[config.mk]
export PLATFORM = sky130hd
export DESIGN_NAME = fetch_seq
export DESIGN_NICKNAME = d
export VERILOG_FILES = /design/src/rtl/fetch_pkg.sv /design/src/rtl/fetch_redir_reg.sv /design/src/rtl/fetch_seq.sv
export SDC_FILE = /design/constraint.sdc
export NUM_CORES = 1
export LEC_CHECK = 0
export CAP_MARGIN = 10
export CORE_ASPECT_RATIO = 1.25
export CORE_MARGIN = 1.5
export CORE_UTILIZATION = 46
export CTS_CLUSTER_DIAMETER = 80
export DETAILED_ROUTE_END_ITERATION = 8
export PLACE_DENSITY = 0.86
export SYNTH_ARGS = -nofsm -noshare
export SYNTH_HDL_FRONTEND = slang
export SYNTH_HIERARCHICAL = 1
export SYNTH_SLANG_ARGS = --single-unit
[constraint.sdc]
create_clock -name clk -period 3.7 [get_ports clk]
set_input_delay 0.925 -clock clk [delete_from_list [all_inputs] [get_ports clk]]
set_output_delay 0.925 -clock clk [all_outputs]
set_load 0.005 [all_outputs]
[src/rtl/fetch_pkg.sv]
// Purpose : shared types and constants for the instruction-fetch sequencer.
// Latency : n/a (package only).
// Backpressure: n/a (package only).
//
// Contents:
//   state_t   - sequencer states IDLE / FETCH / UPDATE / HOLD
//   redir_t   - redirect payload {sub, off}
//   pcctl_t   - PC control bundle {inc, add, sub, offset}
//   is_jmp()  - opcode-field compare for fetch-resolved relative jumps
package fetch_pkg;

  typedef enum logic [1:0] {
    IDLE   = 2'd0,
    FETCH  = 2'd1,
    UPDATE = 2'd2,
    HOLD   = 2'd3
  } state_t;

  // Default opcode marking a relative jump resolved at fetch.
  localparam logic [3:0] JMP_OP_DEF = 4'hF;

  // Jump magnitude width; the bit just above the magnitude selects direction.
  localparam int OFF_W_DEF   = 11;
  localparam int DIR_BIT_DEF = OFF_W_DEF;

  // Opcode field position inside a 16-bit instruction word.
  localparam int OP_HI = 15;
  localparam int OP_LO = 12;

  typedef struct packed {
    logic        sub;
    logic [15:0] off;
  } redir_t;

  typedef struct packed {
    logic        inc;
    logic        add;
    logic        sub;
    logic [15:0] offset;
  } pcctl_t;

  function automatic logic is_jmp(input logic [15:0] w, input logic [3:0] op);
    return (w[OP_HI:OP_LO] == op);
  endfunction

endpackage

[src/rtl/fetch_redir_reg.sv]
// Purpose : holds one pending execute redirect until the sequencer's UPDATE cycle consumes it.
// Latency : set visible on pend_vld/pend_dat the cycle after set_vld.
// Backpressure: none; a new set overwrites any pending redirect (newest wins).
//
// Ports:
//   clk, reset        - clock, synchronous active-high reset
//   set_vld, set_dat  - capture a redirect {sub, off}
//   clr               - drop the pending redirect (consumed)
//   pend_vld, pend_dat- pending flag and payload
module fetch_redir_reg
  import fetch_pkg::*;
(
  input  logic   clk,
  input  logic   reset,
  input  logic   set_vld,
  input  redir_t set_dat,
  input  logic   clr,
  output logic   pend_vld,
  output redir_t pend_dat
);

  // set wins over clr so a redirect arriving while the old one is being
  // consumed is never lost; the sequencer never asserts both together today.
  always_ff @(posedge clk) begin
    if (reset) begin
      pend_vld <= 1'b0;
      pend_dat <= '0;
    end else if (set_vld) begin
      pend_vld <= 1'b1;
      pend_dat <= set_dat;
    end else if (clr) begin
      pend_vld <= 1'b0;
    end
  end

endmodule

[src/rtl/fetch_seq.sv]
// Purpose : fetch sequencer in front of the PC: fetch word at pc, resolve JMPs, apply redirects, hand to decode.
// Latency : FETCH entry to ir_valid = ack wait + 2 cycles; 1 instruction per 3 cycles with zero-wait memory.
// Backpressure: imem_req held until imem_ack; ir held stable with ir_valid until ir_ready.
//
// Ports:
//   clk, reset                     - clock, synchronous active-high reset
//   pc                             - current PC value
//   inc, add, sub, offset          - PC controls, one-hot-or-zero, only during UPDATE
//   imem_req, imem_addr            - fetch request / address (address = pc while requesting, else 0)
//   imem_ack, imem_data            - memory accept and fetched word
//   ir, ir_valid, ir_ready         - decode handshake
//   redir_valid, redir_sub, redir_off - execute redirect (1-cycle pulse)
module fetch_seq
  import fetch_pkg::*;
#(
  parameter logic [3:0] JMP_OP = JMP_OP_DEF,
  parameter int         OFF_W  = OFF_W_DEF
) (
  input  logic        clk,
  input  logic        reset,
  input  logic [15:0] pc,
  output logic        inc,
  output logic        add,
  output logic        sub,
  output logic [15:0] offset,
  output logic        imem_req,
  output logic [15:0] imem_addr,
  input  logic        imem_ack,
  input  logic [15:0] imem_data,
  output logic [15:0] ir,
  output logic        ir_valid,
  input  logic        ir_ready,
  input  logic        redir_valid,
  input  logic        redir_sub,
  input  logic [15:0] redir_off
);

  state_t      state;
  state_t      state_nxt;
  logic [15:0] word;       // capture register for the fetched word
  pcctl_t      ctl;
  logic        load_ir;
  logic        redir_set;
  logic        redir_clr;
  logic        pend_vld;
  redir_t      pend_dat;
  redir_t      live_dat;
  redir_t      sel_dat;

  assign live_dat = '{sub: redir_sub, off: redir_off};

  fetch_redir_reg u_redir (
    .clk      (clk),
    .reset    (reset),
    .set_vld  (redir_set),
    .set_dat  (live_dat),
    .clr      (redir_clr),
    .pend_vld (pend_vld),
    .pend_dat (pend_dat)
  );

  // State register.
  always_ff @(posedge clk) begin
    if (reset) begin
      state <= IDLE;
    end else begin
      state <= state_nxt;
    end
  end

  // Capture is gated by reset, so an ack arriving in the reset cycle is dropped.
  always_ff @(posedge clk) begin
    if (reset) begin
      word <= '0;
    end else if ((state == FETCH) && imem_ack) begin
      word <= imem_data;
    end
  end

  always_ff @(posedge clk) begin
    if (reset) begin
      ir <= '0;
    end else if (load_ir) begin
      ir <= word;
    end
  end

  // Next-state and outputs. PC controls are decoded purely from registered
  // state (state, word, pending redirect) except for a redirect pulse that
  // lands in UPDATE itself, which must steer the PC on that same edge.
  always_comb begin
    state_nxt = state;
    ctl       = '0;
    load_ir   = 1'b0;
    redir_set = 1'b0;
    redir_clr = 1'b0;
    imem_req  = 1'b0;
    ir_valid  = 1'b0;
    sel_dat   = redir_valid ? live_dat : pend_dat;

    case (state)
      IDLE: begin
        state_nxt = FETCH;
      end

      FETCH: begin
        // Request stays up across a redirect; the redirect waits in the
        // pending register and the fetched word is later discarded.
        imem_req  = 1'b1;
        redir_set = redir_valid;
        if (imem_ack) begin
          state_nxt = UPDATE;
        end
      end

      UPDATE: begin
        redir_clr = 1'b1;
        state_nxt = FETCH;
        if (redir_valid || pend_vld) begin
          ctl.add    = ~sel_dat.sub;
          ctl.sub    = sel_dat.sub;
          ctl.offset = sel_dat.off;
        end else if (is_jmp(word, JMP_OP)) begin
          ctl.sub    = word[OFF_W];
          ctl.add    = ~word[OFF_W];
          ctl.offset = 16'(word[OFF_W-1:0]);
        end else begin
          ctl.inc   = 1'b1;
          load_ir   = 1'b1;
          state_nxt = HOLD;
        end
      end

      HOLD: begin
        // A redirect here still lets a same-cycle ir_ready complete: the
        // word is consumed, then UPDATE applies the latched redirect.
        ir_valid = 1'b1;
        if (redir_valid) begin
          redir_set = 1'b1;
          state_nxt = UPDATE;
        end else if (ir_ready) begin
          state_nxt = FETCH;
        end
      end

      default: begin
        state_nxt = IDLE;
      end
    endcase
  end

  assign inc       = ctl.inc;
  assign add       = ctl.add;
  assign sub       = ctl.sub;
  assign offset    = ctl.offset;
  assign imem_addr = imem_req ? pc : 16'h0000;

endmodule

; Word-level counts from Yosys, hierarchy flattened
; Cells that the tools add are included.
[totals]
regBits = 52
out_inout_bits = 53
elab_cells = 40
[classes]
n_reduce_logical = 5
bitwise = 2
n_eq_ne = 6
mux = 21
[op_table]
columns = cell, n
row1 = 18-bit 2-to-1 mux, 2
row2 = 19-bit 2-to-1 mux, 1
row3 = 17-bit 2-to-1 mux, 1
row4 = 16-bit 2-to-1 mux, 1
row5 = 2-bit 2-to-1 mux, 5
row6 = 1-bit 2-to-1 mux, 9
row7 = 2-bit case mux with 4 select lines, 1
row8 = 2-bit == test (second input constant), 2
row9 = 4-bit == test (second input constant), 1
row10 = 3-bit inequality test (second input constant), 1
row11 = 2-bit by 1-bit == test with 1-bit output (second input constant), 1
row12 = 2-bit logical NOT, 1
row13 = 2-bit inequality test (second input constant), 1
row14 = 1-bit inverter, 2
row15 = 1-bit case mux with 2 select lines, 1
row16 = 2-bit AND reduction, 1
row17 = 2-bit nonzero test, 1
row18 = 1-bit logical AND, 1
row19 = 1-bit logical OR, 1

; Longest topological paths before layout
; Gate-level depths: netlist of the first run.
[logic_depth]
depth_word = 4
depth_mapped = 7

; Hierarchy
; Netlist of the first run, hierarchy kept.
[modules_own_cells]
columns = mod, n_inst, cells_each, area_per_inst_um2
row1 = fetch_seq, 1, 243, 1836.8
row2 = fetch_redir_reg, 1, 59, 650.6

; Least setup slack after synthesis of the first run
; No wires, ideal clock.
[synth_timing]
path_kind = input -> output
startpoint = input port redir_valid
endpoint = output port offset[1]
stages = 5
t_arrival_ns = 1.977
path_slack_ns = 0.798
cell_sequence = or4b_1 > buf_6 > nor2_2 > buf_4 > a22o_1
[synth_via]
elab_chain_len = 3
[synth_lines]
columns = element, line_no
row1 = "start, declared", fetch_seq.sv:33  ; input logic redir_valid,
row2 = 17-bit 2-to-1 mux or 1-bit logical OR (tied branches), "fetch_seq.sv:99, fetch_seq.sv:119"
row3 = 18-bit 2-to-1 mux *, fetch_seq.sv:119  ; if (redir_valid || pend_vld) begin
row4 = 19-bit 2-to-1 mux *, fetch_seq.sv:101  ; case (state)
row5 = "end, declared", fetch_seq.sv:25  ; output logic [15:0] offset,
; Every way passes the cells marked *; elsewhere a longest branch is shown, timed or not.

; Worst setup path in the final report of the first run
[layout_timing]
startpoint = input port redir_valid
endpoint = output port inc
[layout_via]
elab_chain_len = 3
[layout_lines]
columns = element, line_no
row1 = 1-bit logical OR, fetch_seq.sv:119
row2 = 1-bit 2-to-1 mux, fetch_seq.sv:119
row3 = 19-bit 2-to-1 mux, fetch_seq.sv:101
row4 = "end, declared", fetch_seq.sv:22  ; output logic inc,
; Every way passes these cells.

==> key figures, run 1 <==
Floorplan
  – # IOs: 107
  – Die X: 68.77 um
  – Core area: 5152 um2
  – Die height: 85.22 um
  – Die area: 5860 um2
  – Initial core utilization: 48.28%
  – # rows: 29

Setup path
  – Worst Setup End Kind: primary output
  – Crit path max fanout: 4
  – CP Data Arrival Time: 2670 ps
  – Crit path depth: 5
  – Worst r2r src: u_redir/pend_vld
  – CP Cell Sequence: clkdlybuf4s50_1 > or4b_4 > buf_4 > nor2_8 > clkdlybuf4s50_1
  – R2R Setup Slk: 1740 ps
  – WP data required: 2770 ps
  – Worst Path Buf+Inv: 3
  – CP endpoint: inc
  – Start point of the critical path: redir_valid
  – R2r endpoint: ir[14]
  – Most frequent CP cell: clkdlybuf4s50_1
  – CP max stage cell: or4b_4
  – Worst Setup Start Kind: primary input
  – Cell family with most CP delay: buffers and inverters
  – Critical Path Max Stage Delay: 550 ps
  – Worst reg2reg path depth: 5
  – Worst Setup Path Type: in -> out

Timing
  – Final cycle utilization of the critical path: 97.26%
  – Clock skew: 5.031 ps
  – RSZ-0062 raised after global routing: no
  – Final worst slack: 101.5 ps
  – Fin. max-slew vios: 0
  – Final setup fails: 0
  – Worst-Margin Slew: 875.8 ps
  – Final min period: 3599 ps
  – Rel. slew slack: 41.55%
  – Hold Fails Final Rpt: 0
  – Max Clk Rate: 0.2779 GHz

Power and ir drop
  – Final total power: 1.227 mW
  – Seq pwr share: 49.2%
  – Clock network power share: 33.7%
  – Switching share of power: 24.61%
  – Psw: 0.3021 mW
  – Max VDD drop: 0.2863 mV
  – Comb pwr share: 17.1%
  – Pwr dens: 334.9 nW/um2
  – Internal power: 0.9253 mW
  – LEAKAGE: 1.380 nW

Yosys
  – Post-synthesis register bit count: 52
  – Seq/Total Area, Yosys: 41.85%
  – Synth Net Count: 356
  – Mapped cell area: 2487 um2
  – Synth Instances: 302
  – Post-synthesis cell type count: 32
  – Syn. warnings: 6
  – Synthesized area per cell: 8.236 um2

Clock tree
  – Clock slew seen by the registers of the worst setup and hold paths: 90 ps
  – # H-tree levels: 2
  – Root Driver: clkbuf_8
  – CTS max path bufs: 2
  – Clk_lat worst skew: 310 ps
  – CTS tree: built
  – CTS sink cnt: 52
  – Hold bufs inserted after CTS: 0
  – Number of CTS-inserted buffers: 5

Placement
  – Detail Placement HPWL: 5016 um
  – GPL Wtd Cong: 0.7730
  – IO buf count: 106
  – Post-DP Area: 3543 um2
  – Setup slack after placement: -83.46 ps

Finish
  – Design area: 3665 um2
  – Final core occ: 71.13%
  – Register Area: 1041 um2
  – Share of cells above drive strength 1: 5.000%
  – Final #Nets: 453
  – N_diodes: 0
  – Area of the multi-input gates: 1295 um2
  – Fillers: 432
  – Area growth from synthesis to layout: 47.33%

Global route
  – First-pass GRT wire length: 11,210 um
  – Vias in the first global route: 2,300
  – Largest net degree at the start of global routing: 36
  – Tot GR Track Use: 24.96%
  – GRT Residual Overflow: 0
  – Initial antenna violation count: 0

Run status
  – Outcome: complete, no violations

Detailed routing
  – Detailed-route wire length per cell: 14.78 um
  – First-pass DRT Iterations: 4
  – Number of vias per cell: 5.190
  – Via count: 2,398
  – Post-DRT Antenna Nets: 0
  – Final wirelength: 6828 um
  – DRC violations left: 0
  – Initial DRC count: 167

Hold path
  – Worst Hold Class: reg -> reg

Job
  – Maxcap violations: 0
[state kept, by name, indices dropped and copies added (netlist names)]
name	count
word	16
u_redir/pend_vld	1
state	2
u_redir/pend_dat	17
ir	16
[placed cells by master, fill, tap and decap left out, types with 2 or more instances in the layout]
| cell | n |
|---|---|
| clkdlybuf4s50_1 | 94 |
| nand2_1 | 85 |
| dfxtp_1 | 52 |
| mux2i_1 | 31 |
| nor2_1 | 22 |
| a21oi_1 | 21 |
| and2_1 | 18 |
| dlygate4sd2_1 | 12 |
| o21ai_0 | 11 |
| a22o_1 | 11 |
| clkbuf_8 | 6 |
| buf_4 | 5 |
| inv_1 | 4 |
| a22oi_1 | 3 |
| nand3b_1 | 3 |
| and3b_1 | 2 |
[per-stage QoR]
step | instances | TNS [ps] | hold WS (ps)
floorplan | 302 | 0 | 449.3
global placement | 454 | -314.9 | 443.4
detailed placement | 454 | -520.1 | 452.4
CTS | 462 | 0 | 465.4
global route | 462 | 0 | 479.4
finish | 462 | 0 | 457.8
[per-layer routing]
metal,vias to the layer above,global-route usage [%],routed length (um)
li1,1201,-,-
met3,13,5.172,325
met1,1119,32.35,2910
met4,0,7.308,119
met2,65,41.26,3472
met5,-,0,0
[layout make-up]
cell class / count / area share [%]
multi-input combinational: 223 / 35.34
timing repair buffer: 113 / 30.42
sequential: 52 / 28.41
clock buffer: 6 / 2.253
tap: 62 / 2.117
clock inverter: 2 / 1.058
inverter: 4 / 0.4097
[worst min-delay path by stage]
| stage | start | to | slack, ps | cells past startpoint |
|---|---|---|---|---|
| after detailed placement | ir[1] | ir[1] | 450 | 2 |
| after floorplan | word[10] | word[10] | 450 | 2 |
| after global placement | ir[14] | ir[14] | 440 | 2 |
| after global routing | ir[7] | ir[7] | 480 | 2 |
| final | ir[7] | ir[7] | 460 | 2 |
| after CTS | ir[1] | ir[1] | 470 | 2 |
[what timing repair did]
action | CTS | global route
endpoints found under the hold margin | 0 | 0
endpoints found under the setup margin | 11 | 4
resized for setup | 14 | 2
buffers inserted | 0 | 0
[worst min-delay path, cell delays in order (launching register included)]
cell	delay (ps)
dfxtp_1	320
nand2_1	50
mux2i_1	50
[synth_stat cells (all sizes together)]
cell type	count	area (um2)
a211o	1	8.760
a21oi	21	105.1
a22o	11	96.34
a22oi	3	22.52
a311oi	1	8.760
and2	18	112.6
and3	1	6.260
and3b	2	17.52
and4	1	8.760
buf	8	91.34
clkbuf	15	56.30
dfxtp	52	1041
inv	4	15.01
mux2i	31	310.3
nand2	85	319.1
nand2b	1	6.260
nand3b	3	22.52
nand4	1	6.260
nor2	24	108.9
nor2b	2	12.51
o21ai	11	55.05
o221a	2	22.52
o22ai	1	6.260
o311a	1	10.01
or4	1	7.510
or4b	1	10.01
[cell families (layout without fill, tap and decap cells)]
logic type	count (synthesis)	count (layout)	share of synthesized area [%]
compound gates	52	52	13.48
buf+inv	27	125	6.539
flops	52	52	41.85
mux	31	31	12.47
simple gates	140	140	25.66
[power by group through the flow]
stage / Combinational [mW] / Sequential, mW / Clock [mW]
final: 0.210 / 0.604 / 0.414
after global routing: 0.230 / 0.607 / 0.442
after CTS: 0.210 / 0.603 / 0.417
after detailed placement: 0.210 / 0.616 / 0
after global placement: 0.205 / 0.615 / 0
after floorplan: 0.106 / 0.606 / 0
Power figures use the tool's default switching activity.
==> run 2, diff against run 1 <==
--- a/config.mk
+++ b/config.mk
@@ -7,7 +7,6 @@
 export LEC_CHECK = 0
 export CAP_MARGIN = 10
 export CORE_ASPECT_RATIO = 1.25
-export CORE_MARGIN = 1.5
 export CORE_UTILIZATION = 46
 export CTS_CLUSTER_DIAMETER = 80
 export DETAILED_ROUTE_END_ITERATION = 8
==> key figures, run 2 (synthesis results as in run 1) <==
Power and ir drop
  – Max VDD drop: 0.2763 mV (-3.5%)
  – Final total power: 1.158 mW (-5.7%)
  – LEAKAGE: 1.399 nW (+1.3%)
  – Pwr dens: 316.1 nW/um2 (-5.6%)

Hold path
  – Worst hold path stage count: 2 (unchanged)
  – HP Start: ir[8]
  – Hold Path Sink: ir[8]
  – Worst Hold Class: reg -> reg

Finish
  – Largest register FFs: 17 (unchanged)
  – Commonest non-fill, non-tap cell in the layout: clkdlybuf4s50_1
  – Final core occ: 71.10% (about the same)
  – Final std cells w/o fill: 463 (+0.22%)
  – N_diodes: 0 (unchanged)
  – Share of cells above drive strength 1: 5.486% (+0.49 points)
  – Design area: 3664 um2 (about the same)
  – Area growth from synthesis to layout: 47.28% (about the same)
  – Largest regs: u_redir/pend_dat: 17 flops, ir: 16 flops, word: 16 flops
  – Largest Register: u_redir/pend_dat
  – Final #Nets: 454 (+0.22%)
  – Most frequent cells in the layout: clkdlybuf4s50_1 (94), nand2_1 (85), dfxtp_1 (52)

Timing
  – Final min period: 3670 ps (+71.03 ps)
  – Fin. max-slew vios: 0 (unchanged)
  – Max Clk Rate: 0.2725 GHz (-1.9%)
  – Hold Fails Final Rpt: 0 (unchanged)
  – Final setup fails: 0 (unchanged)
  – Worst-Margin Slew: 868.3 ps (-7.524 ps)
  – Final cycle utilization of the critical path: 99.18% (+1.9 points)
  – Final worst slack: 30.43 ps (-71.03 ps)
  – RSZ-0062 raised after global routing: yes
  – Rel. slew slack: 42.05% (+0.50 points)
  – Clock skew: 7.919 ps (+2.888 ps)

Floorplan
  – # IOs: 107 (unchanged)
  – Initial core utilization: 48.28% (unchanged)
  – # rows: 29 (unchanged)
  – Die area: 5707 um2 (-2.6%)
  – Die X: 67.77 um (-1.5%)
  – Core area: 5152 um2 (unchanged)
  – Die height: 84.22 um (-1.2%)

Global route
  – GR Util met3: 5.163% (-0.0094 points)
  – Tot GR Track Use: 24.44% (-0.52 points)
  – Met1 usage in global routing: 31.49% (-0.86 points)
  – Busiest layer in global routing: met2
  – Initial antenna violation count: 0 (unchanged)
  – Vias in the first global route: 2,204 (-4.2%)
  – First-pass GRT wire length: 10,580 um (-5.6%)
  – GR Util met2: 39.06% (-2.2 points)
  – Largest net degree at the start of global routing: 36 (unchanged)
  – GRT Residual Overflow: 0 (unchanged)

Setup path
  – WP data required: 2770 ps (about the same)
  – Worst Setup End Kind: primary output
  – Worst reg2reg path depth: 6 (+1)
  – R2R Setup Slk: 1830 ps (+90 ps)
  – Worst r2r src: u_redir/pend_vld
  – Worst Setup Path Type: in -> out
  – Crit path max fanout: 19 (+15)
  – Worst Setup Start Kind: primary input
  – R2r endpoint: ir[13]
  – CP Data Arrival Time: 2740 ps (+70 ps)

Detailed routing
  – Final wirelength: 6704 um (-1.8%)
  – DRC violations left: 0 (unchanged)
  – Post-DRT Antenna Nets: 0 (unchanged)
  – Via count: 2,392 (-0.25%)
  – Initial DRC count: 143 (-14%)
  – Detailed-route wire length per cell: 14.48 um (-2.0%)
  – First-pass DRT Iterations: 4 (unchanged)
  – Number of vias per cell: 5.166 (-0.47%)

Clock tree
  – # H-tree levels: 2 (unchanged)
  – Clock slew seen by the registers of the worst setup and hold paths: 100 ps (about the same)
  – Number of CTS-inserted buffers: 5 (unchanged)
  – Hold bufs inserted after CTS: 0 (unchanged)
  – CTS sink cnt: 52 (unchanged)
  – Clk_lat worst skew: 310 ps (about the same)
  – Root Driver: clkbuf_8
  – CTS tree: built
  – CTS max path bufs: 2 (unchanged)

Placement
  – Post-DP Area: 3551 um2 (+0.21%)
  – Setup slack after placement: -65.46 ps (+18.00 ps)
  – IO buf count: 106 (unchanged)
  – Detail Placement HPWL: 4792 um (-4.5%)
  – Placed cell count: 455 (+0.22%)
  – GPL Wtd Cong: 0.7960 (+3.0%)

Run status
  – Outcome: complete, no violations

Job
  – Maxcap violations: 0 (unchanged)
-- run 2: cell types whose count changed in the layout (fill, tap and decap cells not counted), sizes merged --
cell          change
dlygate4sd2       -2
clkinvlp          +1
inv               +1
buf               +1
bufinv            -1
clkbuf            -1
dlymetal6s2s      +2
-- run 2: how the worst max path moves through the flow --
stage	cells after the start	endpoint	from
after floorplan	5	offset[1]	redir_valid
after global placement	6	offset[7]	redir_valid
after detailed placement	6	offset[5]	redir_valid
after CTS	5	add	redir_valid
after global routing	7	sub	redir_valid
final	7	sub	redir_valid
-- run 2: final cells by class --
| type | count | area, um2 |
|---|---|---|
| Clock buffer | 5 | 68.82 |
| Clock inverter | 3 | 27.53 |
| Fill cell | 421 | 1489 |
| Inverter | 4 | 15.01 |
| Multi-Input combinational cell | 223 | 1300 |
| Sequential cell | 52 | 1041 |
| Tap cell | 62 | 77.57 |
| Timing Repair Buffer | 114 | 1134 |
-- run 2: critical path: stages --
cell,delay (ps)
clkdlybuf4s50_1,500
buf_6,180
buf_6,180
nor2_1,90
a21oi_2,190
and3_1,170
clkdlybuf4s50_1,510
-- run 2: where the power goes --
part / switching (mW) / leakage (nW) / internal [mW]
combinational: 0.0914 / 0.929 / 0.124
clock: 0.204 / 0.0463 / 0.139
sequential: 0.0179 / 0.423 / 0.582
total: 0.313 / 1.40 / 0.845
-- run 2: timing repair --
item                                    4_1_cts  5_1_grt
gates cloned                                  0        0
gates resized for setup                      14        4
pin swaps                                     2        2
buffers inserted                              0        0
endpoints found under the setup margin       12        3
hold endpoints to repair                      0        0
-- run 2: layer usage --
layer,up-vias,wire [um]
met2,78,3346
li1,1204,-
met3,8,336
met5,-,0
met1,1102,2917
met4,0,104
-- run 2: stage by stage --
step	hold slack, ps	setup TNS, ps
finish	458.3	0
detailed placement	447.9	-618.2
floorplan	449.3	0
global route	485.7	-61.71
CTS	463.5	-15.71
global placement	444.5	-317.5
